[src/rtl/clock_pkg.sv]
// Shared definitions for the clock time-setting logic: field widths,
// field limits, the setter FSM state set and the field encodings.
package clock_pkg;

    localparam int TIME_W = 17;
    localparam int HOUR_W = 5;
    localparam int MIN_W  = 6;
    localparam int SEC_W  = 6;

    // Limits are carried at minute/second width so one wrap helper serves all fields.
    localparam logic [MIN_W-1:0] MAX_HOUR = 6'd23;
    localparam logic [MIN_W-1:0] MAX_MIN  = 6'd59;
    localparam logic [MIN_W-1:0] MAX_SEC  = 6'd59;

    typedef enum logic [2:0] {
        ST_IDLE,
        ST_SET_HOUR,
        ST_SET_MIN,
        ST_SET_SEC,
        ST_COMMIT
    } state_t;

    typedef enum logic [1:0] {
        FIELD_NONE = 2'd0,
        FIELD_HOUR = 2'd1,
        FIELD_MIN  = 2'd2,
        FIELD_SEC  = 2'd3
    } field_t;

    typedef struct packed {
        logic [HOUR_W-1:0] hour;
        logic [MIN_W-1:0]  minute;
        logic [SEC_W-1:0]  second;
    } clock_time_t;

    // Increment with wrap; anything at or above the limit (including
    // out-of-range captured values) lands on zero.
    function automatic logic [MIN_W-1:0] wrap_inc(input logic [MIN_W-1:0] v,
                                                  input logic [MIN_W-1:0] lim);
        return (v >= lim) ? '0 : v + 6'd1;
    endfunction

    // Decrement with wrap; zero and out-of-range values land on the limit.
    function automatic logic [MIN_W-1:0] wrap_dec(input logic [MIN_W-1:0] v,
                                                  input logic [MIN_W-1:0] lim);
        return (v == '0 || v > lim) ? lim : v - 6'd1;
    endfunction

endpackage

[src/rtl/btn_edge_repeat.sv]
// Rising-edge detector with press-and-hold auto-repeat. Emits a one-cycle
// step on the press edge, again after REPEAT_DLY held cycles, then every
// REPEAT_PER held cycles. Releasing the button or dropping enable disarms it.
module btn_edge_repeat #(
    parameter logic [31:0] REPEAT_DLY = 32'd50_000_000,
    parameter logic [31:0] REPEAT_PER = 32'd10_000_000
) (
    input  logic clk,
    input  logic rst_n,
    input  logic btn,
    input  logic enable,
    output logic step
);

    logic        btn_prev;
    logic        repeating;
    logic [31:0] hold_cnt;
    logic        edge_det;
    logic        armed;
    logic        hit;

    // hold_cnt == k means the current cycle is the k-th held cycle after the
    // press edge; zero means not armed (no edge seen while enabled).
    assign edge_det = btn & ~btn_prev;
    assign armed    = (hold_cnt != 32'd0);
    assign hit      = armed & btn &
                      (repeating ? (hold_cnt == REPEAT_PER) : (hold_cnt == REPEAT_DLY));
    assign step     = enable & btn & (edge_det | hit);

    // Previous-sample register; resets high so a button held through reset
    // release is not seen as a fresh press.
    always_ff @(posedge clk or negedge rst_n) begin
        if (!rst_n) begin
            btn_prev <= 1'b1;
        end else begin
            // NOTE: sequential state uses non-blocking assignments so every
            // register samples pre-edge values regardless of statement order.
            btn_prev <= btn;
        end
    end

    // Hold counter: restart on edge, reload after each repeat hit, clear on release.
    always_ff @(posedge clk or negedge rst_n) begin
        if (!rst_n) begin
            hold_cnt  <= 32'd0;
            repeating <= 1'b0;
        end else if (!enable || !btn) begin
            hold_cnt  <= 32'd0;
            repeating <= 1'b0;
        end else if (edge_det) begin
            hold_cnt  <= 32'd1;
            repeating <= 1'b0;
        end else if (hit) begin
            hold_cnt  <= 32'd1;
            repeating <= 1'b1;
        end else if (armed) begin
            hold_cnt  <= hold_cnt + 32'd1;
        end
    end

endmodule

[src/rtl/time_setter.sv]
// Front-panel time-setting FSM. Captures the live time into a shadow
// register, lets the user walk hour/min/sec with inc/dec (with auto-repeat),
// and issues a one-cycle overwrite strobe with the edited time on commit.
module time_setter
    import clock_pkg::*;
#(
    parameter logic [31:0] REPEAT_DLY = 32'd50_000_000,
    parameter logic [31:0] REPEAT_PER = 32'd10_000_000
) (
    input  logic              clk,
    input  logic              rst_n,
    input  logic [TIME_W-1:0] time_cur,
    input  logic              btn_mode,
    input  logic              btn_inc,
    input  logic              btn_dec,
    input  logic              btn_cancel,
    output logic [TIME_W-1:0] time_set,
    output logic              time_ow,
    output logic              editing,
    output logic [1:0]        field
);

    state_t      state_q, state_d;
    clock_time_t shadow_q, shadow_d;
    field_t      field_d;
    logic        editing_d;
    logic        time_ow_d;

    logic        mode_prev, cancel_prev;
    logic        mode_edge, cancel_edge;
    logic        in_set;
    logic        inc_step, dec_step;
    logic [MIN_W-1:0] stepped;

    assign mode_edge   = btn_mode   & ~mode_prev;
    assign cancel_edge = btn_cancel & ~cancel_prev;
    assign in_set      = (state_q == ST_SET_HOUR) || (state_q == ST_SET_MIN) ||
                         (state_q == ST_SET_SEC);
    assign time_set    = shadow_q;

    btn_edge_repeat #(
        .REPEAT_DLY (REPEAT_DLY),
        .REPEAT_PER (REPEAT_PER)
    ) u_inc (
        .clk    (clk),
        .rst_n  (rst_n),
        .btn    (btn_inc),
        .enable (in_set),
        .step   (inc_step)
    );

    btn_edge_repeat #(
        .REPEAT_DLY (REPEAT_DLY),
        .REPEAT_PER (REPEAT_PER)
    ) u_dec (
        .clk    (clk),
        .rst_n  (rst_n),
        .btn    (btn_dec),
        .enable (in_set),
        .step   (dec_step)
    );

    // Plain edge registers for mode and cancel; reset high to suppress held buttons.
    always_ff @(posedge clk or negedge rst_n) begin
        if (!rst_n) begin
            mode_prev   <= 1'b1;
            cancel_prev <= 1'b1;
        end else begin
            mode_prev   <= btn_mode;
            cancel_prev <= btn_cancel;
        end
    end

    // Next-state and shadow update; cancel beats mode, both beat a field step.
    always_comb begin
        // NOTE: every variable gets a default first so no path leaves it
        // unassigned, which would otherwise infer a latch.
        state_d  = state_q;
        shadow_d = shadow_q;
        stepped  = '0;

        case (state_q)
            ST_IDLE: begin
                if (mode_edge) begin
                    shadow_d = clock_time_t'(time_cur);
                    state_d  = ST_SET_HOUR;
                end
            end

            ST_SET_HOUR, ST_SET_MIN, ST_SET_SEC: begin
                if (cancel_edge) begin
                    state_d = ST_IDLE;
                end else if (mode_edge) begin
                    case (state_q)
                        ST_SET_HOUR: state_d = ST_SET_MIN;
                        ST_SET_MIN:  state_d = ST_SET_SEC;
                        default:     state_d = ST_COMMIT;
                    endcase
                end else if (inc_step ^ dec_step) begin
                    case (state_q)
                        ST_SET_HOUR: begin
                            stepped = inc_step ? wrap_inc({1'b0, shadow_q.hour}, MAX_HOUR)
                                               : wrap_dec({1'b0, shadow_q.hour}, MAX_HOUR);
                            shadow_d.hour = stepped[HOUR_W-1:0];
                        end
                        ST_SET_MIN: begin
                            stepped = inc_step ? wrap_inc(shadow_q.minute, MAX_MIN)
                                               : wrap_dec(shadow_q.minute, MAX_MIN);
                            shadow_d.minute = stepped;
                        end
                        default: begin
                            stepped = inc_step ? wrap_inc(shadow_q.second, MAX_SEC)
                                               : wrap_dec(shadow_q.second, MAX_SEC);
                            shadow_d.second = stepped;
                        end
                    endcase
                end
            end

            ST_COMMIT: state_d = ST_IDLE;

            default: state_d = ST_IDLE;
        endcase
    end

    // Output decodes computed from next state so the registered copies line up with state_q.
    always_comb begin
        editing_d = 1'b0;
        time_ow_d = 1'b0;
        field_d   = FIELD_NONE;
        case (state_d)
            ST_SET_HOUR: begin editing_d = 1'b1; field_d = FIELD_HOUR; end
            ST_SET_MIN:  begin editing_d = 1'b1; field_d = FIELD_MIN;  end
            ST_SET_SEC:  begin editing_d = 1'b1; field_d = FIELD_SEC;  end
            ST_COMMIT:   time_ow_d = 1'b1;
            default:     ;
        endcase
    end

    // State, shadow and registered output decodes.
    always_ff @(posedge clk or negedge rst_n) begin
        if (!rst_n) begin
            state_q  <= ST_IDLE;
            shadow_q <= '0;
            editing  <= 1'b0;
            time_ow  <= 1'b0;
            field    <= FIELD_NONE;
        end else begin
            state_q  <= state_d;
            shadow_q <= shadow_d;
            editing  <= editing_d;
            time_ow  <= time_ow_d;
            field    <= field_d;
        end
    end

endmodule

[config.mk]
export PLATFORM = sky130hd
export DESIGN_NAME = time_setter
export DESIGN_NICKNAME = d
export VERILOG_FILES = /design/src/rtl/clock_pkg.sv /design/src/rtl/btn_edge_repeat.sv /design/src/rtl/time_setter.sv
export SDC_FILE = /design/constraint.sdc
export NUM_CORES = 1
export LEC_CHECK = 0
export CAP_MARGIN = 30
export CORE_UTILIZATION = 55
export CTS_BUF_LIST = sky130_fd_sc_hd__clkbuf_8
export CTS_CLUSTER_SIZE = 24
export DETAILED_ROUTE_END_ITERATION = 10
export PLACE_DENSITY = 0.82
export SLEW_MARGIN = 20
export SYNTH_ARGS = -nofsm -noshare
export SYNTH_HDL_FRONTEND = slang
export SYNTH_SLANG_ARGS = --single-unit
[constraint.sdc]
create_clock -name clk -period 3.7 [get_ports clk]
set_clock_uncertainty 0.15 [all_clocks]
set_input_delay 0.37 -clock clk [delete_from_list [all_inputs] [get_ports clk]]
set_output_delay 0.37 -clock clk [all_outputs]
set_load 0.05 [all_outputs]
==> flow_metrics.py <==
metrics = {
    "final_layout": {
        "multi_input_area_sq_um": 2858,
        "fillCellCount": 787,
        "nets": 694,
        "area_growth_syn_to_layout_pct": 14.51,
        "final-seq-area_sq_um": 2357,
        "drive_gt1_share_pct": 6.456,
        "diodes": 0,
    },
    "pwr": {
        "ir_worst_vdd_mv": 0.5134,
        "fin_total_pwr_w": 0.003425,
        "p_leak_nw": 2.425,
        "powerDensity_nw_per_um2": 553.2,
    },
    "timing": {
        "fin_crit_ps": 3323,
        "rsz0062_at_grt": "no",
        "setup_violations": 0,
        "drv_slew": 0,
        "timing.fmax_ghz": 0.3009,
        "worst_pin_slew_ps": 676.9,
        "slew_headroom_pct": 54.46,
        "timing_hold_violations_final": 0,
        "period_share_pct": 89.82,
        "fin_setup_tns_ps": 0,
    },
    "logic_synthesis": {
        "syn_area_sq_um": 5406,
        "synthFlopType": "dfrtp_1",
        "synth_nets": 655,
        "syn_area_per_cell_sq_um": 8.692,
        "synthArstFlopShare_pct": 100.0,
        "ys_ff_latch": 94,
        "netlist_instances": 622,
        "synth-edff-count": 0,
        "synth.distinct_cells": 59,
        "yosys_warnings": 0,
        "yosysSeqAreaShare_pct": 43.60,
    },
    "routing": {
        "via_per_inst": 6.019,
        "initialDrtViolationCount": 276,
        "drc": 0,
        "antenna_left": 0,
        "vias": 4785,
        "routedWlPerCell_microns": 16.22,
        "wirelength_microns": 12890,
        "dr.pass1.iters": 5,
    },
    "floorplan": {
        "die_w_microns": 101.1,
        "initial_core_util_pct": 57.69,
        "die_area_sq_um": 10230,
        "core_area_sq_um": 9371,
        "std_cell_rows": 35,
        "io_pins": 44,
        "die_h_microns": 101.1,
    },
    "placement": {
        "gp_congestion": 0.9058,
        "hpwl_microns": 9065,
        "place.port_buffers": 43,
    },
    "global_route": {
        "grt_max_degree": 78,
        "grt_pass1_wl_microns": 21890,
        "grt_use_total_pct": 27.08,
        "grt_pass1_vias": 4571,
        "grt.overflow.total": 0,
        "antenna_found_initial": 0,
    },
    "clock_tree": {
        "clock_path_buffers": 2,
        "ctsResizeCount": 0,
        "htreeDepth": 3,
        "clock-sinks": 94,
        "cts_root_buffer": "clkbuf_8",
        "cts.clk_slew.worst_paths_ps": 100,
        "cts_tree": "yes",
        "cts_buffers": 9,
        "clk_latency_ps": 360,
    },
    "worst_setup_path": {
        "ff2ff_path_depth": 10,
        "path_delay_family": "simple AND/OR/NAND/NOR gates",
        "critPathMaxStageDelay_ps": 620,
        "slowest_stage": "or4_4",
        "path_max_fanout": 7,
        "crit_required_ps": 3800,
        "crit_cells": 10,
        "worstPathCellList": "inv_1, ha_1, nor4b_1, nand3_1, or4_4, a21oi_4, xnor2_1, o32a_1, nor2_2, mux2_2",
        "worstSetupStartpointType": "flop",
        "critPathCaptureType": "flop",
        "crit_buf_inv": 1,
        "critical_path_arrival_ps": 3420,
        "path_class": "flop to flop",
    },
    "min_path": {
        "hold-path-cell-count": 1,
        "hold_class": "input pin to flop",
    },
    "outcome": {
        "status": "finished clean",
    },
    "job": {
        "maxCapViolations": 0,
    },
}
[worst paths after layout]
| kind | startpoint | end | slack [ps] |
|---|---|---|---|
| min reg2reg | u_dec.btn_prev$_DFF_PN1_ | u_dec.hold_cnt[0]$_DFFE_PN0P_ | 390 |
| max reg2reg | u_inc.hold_cnt[0]$_DFFE_PN0P_ | time_set[1]$_DFFE_PN0P_ | 380 |
| max in group asynchronous | rst_n | u_dec.btn_prev$_DFF_PN1_ | 2130 |
| min in group asynchronous | rst_n | field[0]$_DFF_PN0_ | 310 |
| min | btn_cancel | cancel_prev$_DFF_PN1_ | 280 |
| max | u_inc.hold_cnt[0]$_DFFE_PN0P_ | time_set[1]$_DFFE_PN0P_ | 380 |
[registers in the layout, summed over array words and instances, names as in the netlist]
register and cells:
cancel_prev 1, editing 1, field 2, mode_prev 1
state_q 3, time_ow 1, time_set 17, u_dec.btn_prev 1
u_dec.hold_cnt 32, u_dec.repeating 1, u_inc.btn_prev 1, u_inc.hold_cnt 32
u_inc.repeating 1
[per-layer routing]
layer  track usage [%]  routed length (microns)  vias to the layer above
li1                  -                        -                     2258
met1             35.94                     5477                     2286
met2             44.90                     6290                      206
met3             4.210                      748                       35
met4             10.48                      376                        0
met5                 0                        0                        -
[cell usage in the layout (no fill, tap or decap), types with 22 or more instances in the layout]
cell type,synthesis,final
nand2_1,59,59
xor2_1,40,40
xnor2_1,24,24
dfrtp_1,90,90
nand3_1,35,35
clkdlybuf4s50_1,0,42
nor2_1,85,85
o21ai_0,34,34
inv_1,22,22
a21oi_1,34,34
[synth_stat cells, drive strengths merged (3+ instances only)]
library cell  count  area [sq um]
a31oi             6         37.54
nand3            35         175.2
a22oi             3         22.52
a21oi            35         186.4
nand2b            7         43.79
a311oi            3         26.28
xnor2            24         210.2
ha               10         125.1
o31ai             7         52.55
a211oi            4         30.03
clkbuf           24         91.33
dfrtp            90          2252
o211ai            3         22.52
dfstp             4         105.1
inv              22         82.58
and3             12         75.07
buf               4         17.52
o21ai            34         170.2
or3              10         62.56
nor3b             5         37.54
and4              3         26.28
nand2            59         221.5
nand4            13         81.33
nor2             86         325.3
and2              4         25.03
xor2             40         350.3
nor4             11         68.82
nor3             21         105.1
or2               3         18.77
mux2              3         33.78
nor2b             7         43.79
nor4b             4         35.03
[through the flow]
stage	setup WS [ps]	instance area, sq um	std cells	hold WS, ps	utilization, %
6_report	376.8	6191	795	281.5	66.06
5_1_grt	199.4	6191	795	274.8	66.06
4_1_cts	395.5	6153	793	34.28	65.66
3_5_place_dp	375.5	5969	777	366.9	63.70
3_3_place_gp	422.4	5969	777	364.4	63.70
2_1_floorplan	536.2	5406	622	-75.59	-
[what timing repair did]
action	4_1_cts	5_1_grt
hold buffers	0	1
setup buffers	0	0
endpoints found under the hold margin	0	23
endpoints found under the setup margin	0	0
[power by group]
part	internal (W)	switching, W	leakage [nW]
combinational	0.000530	0.000877	1.08
sequential	0.00113	0.000237	1.26
clock	0.000266	0.000379	0.0889
total	0.00193	0.00149	2.43
[kinds of logic (layout without fill, tap and decap cells)]
group | Yosys count | in the layout | synth area share [%]
compound gates | 114 | 114 | 13.42
buf+inv | 50 | 94 | 3.541
fa+ha+maj | 10 | 10 | 2.314
mux | 4 | 4 | 0.8100
xor+xnor | 64 | 64 | 10.37
simple gates | 286 | 286 | 25.94
flops | 94 | 94 | 43.60
[layout make-up]
class                           instances  share of cell area (%)
Multi-Input combinational cell        478                   46.16
Sequential cell                        94                   38.08
Timing Repair Buffer                   56                   8.852
Tap cell                              129                   2.607
Clock buffer                           10                   2.223
Inverter                               22                   1.334
Clock inverter                          6                  0.7478
Power figures use the tool's default switching activity.
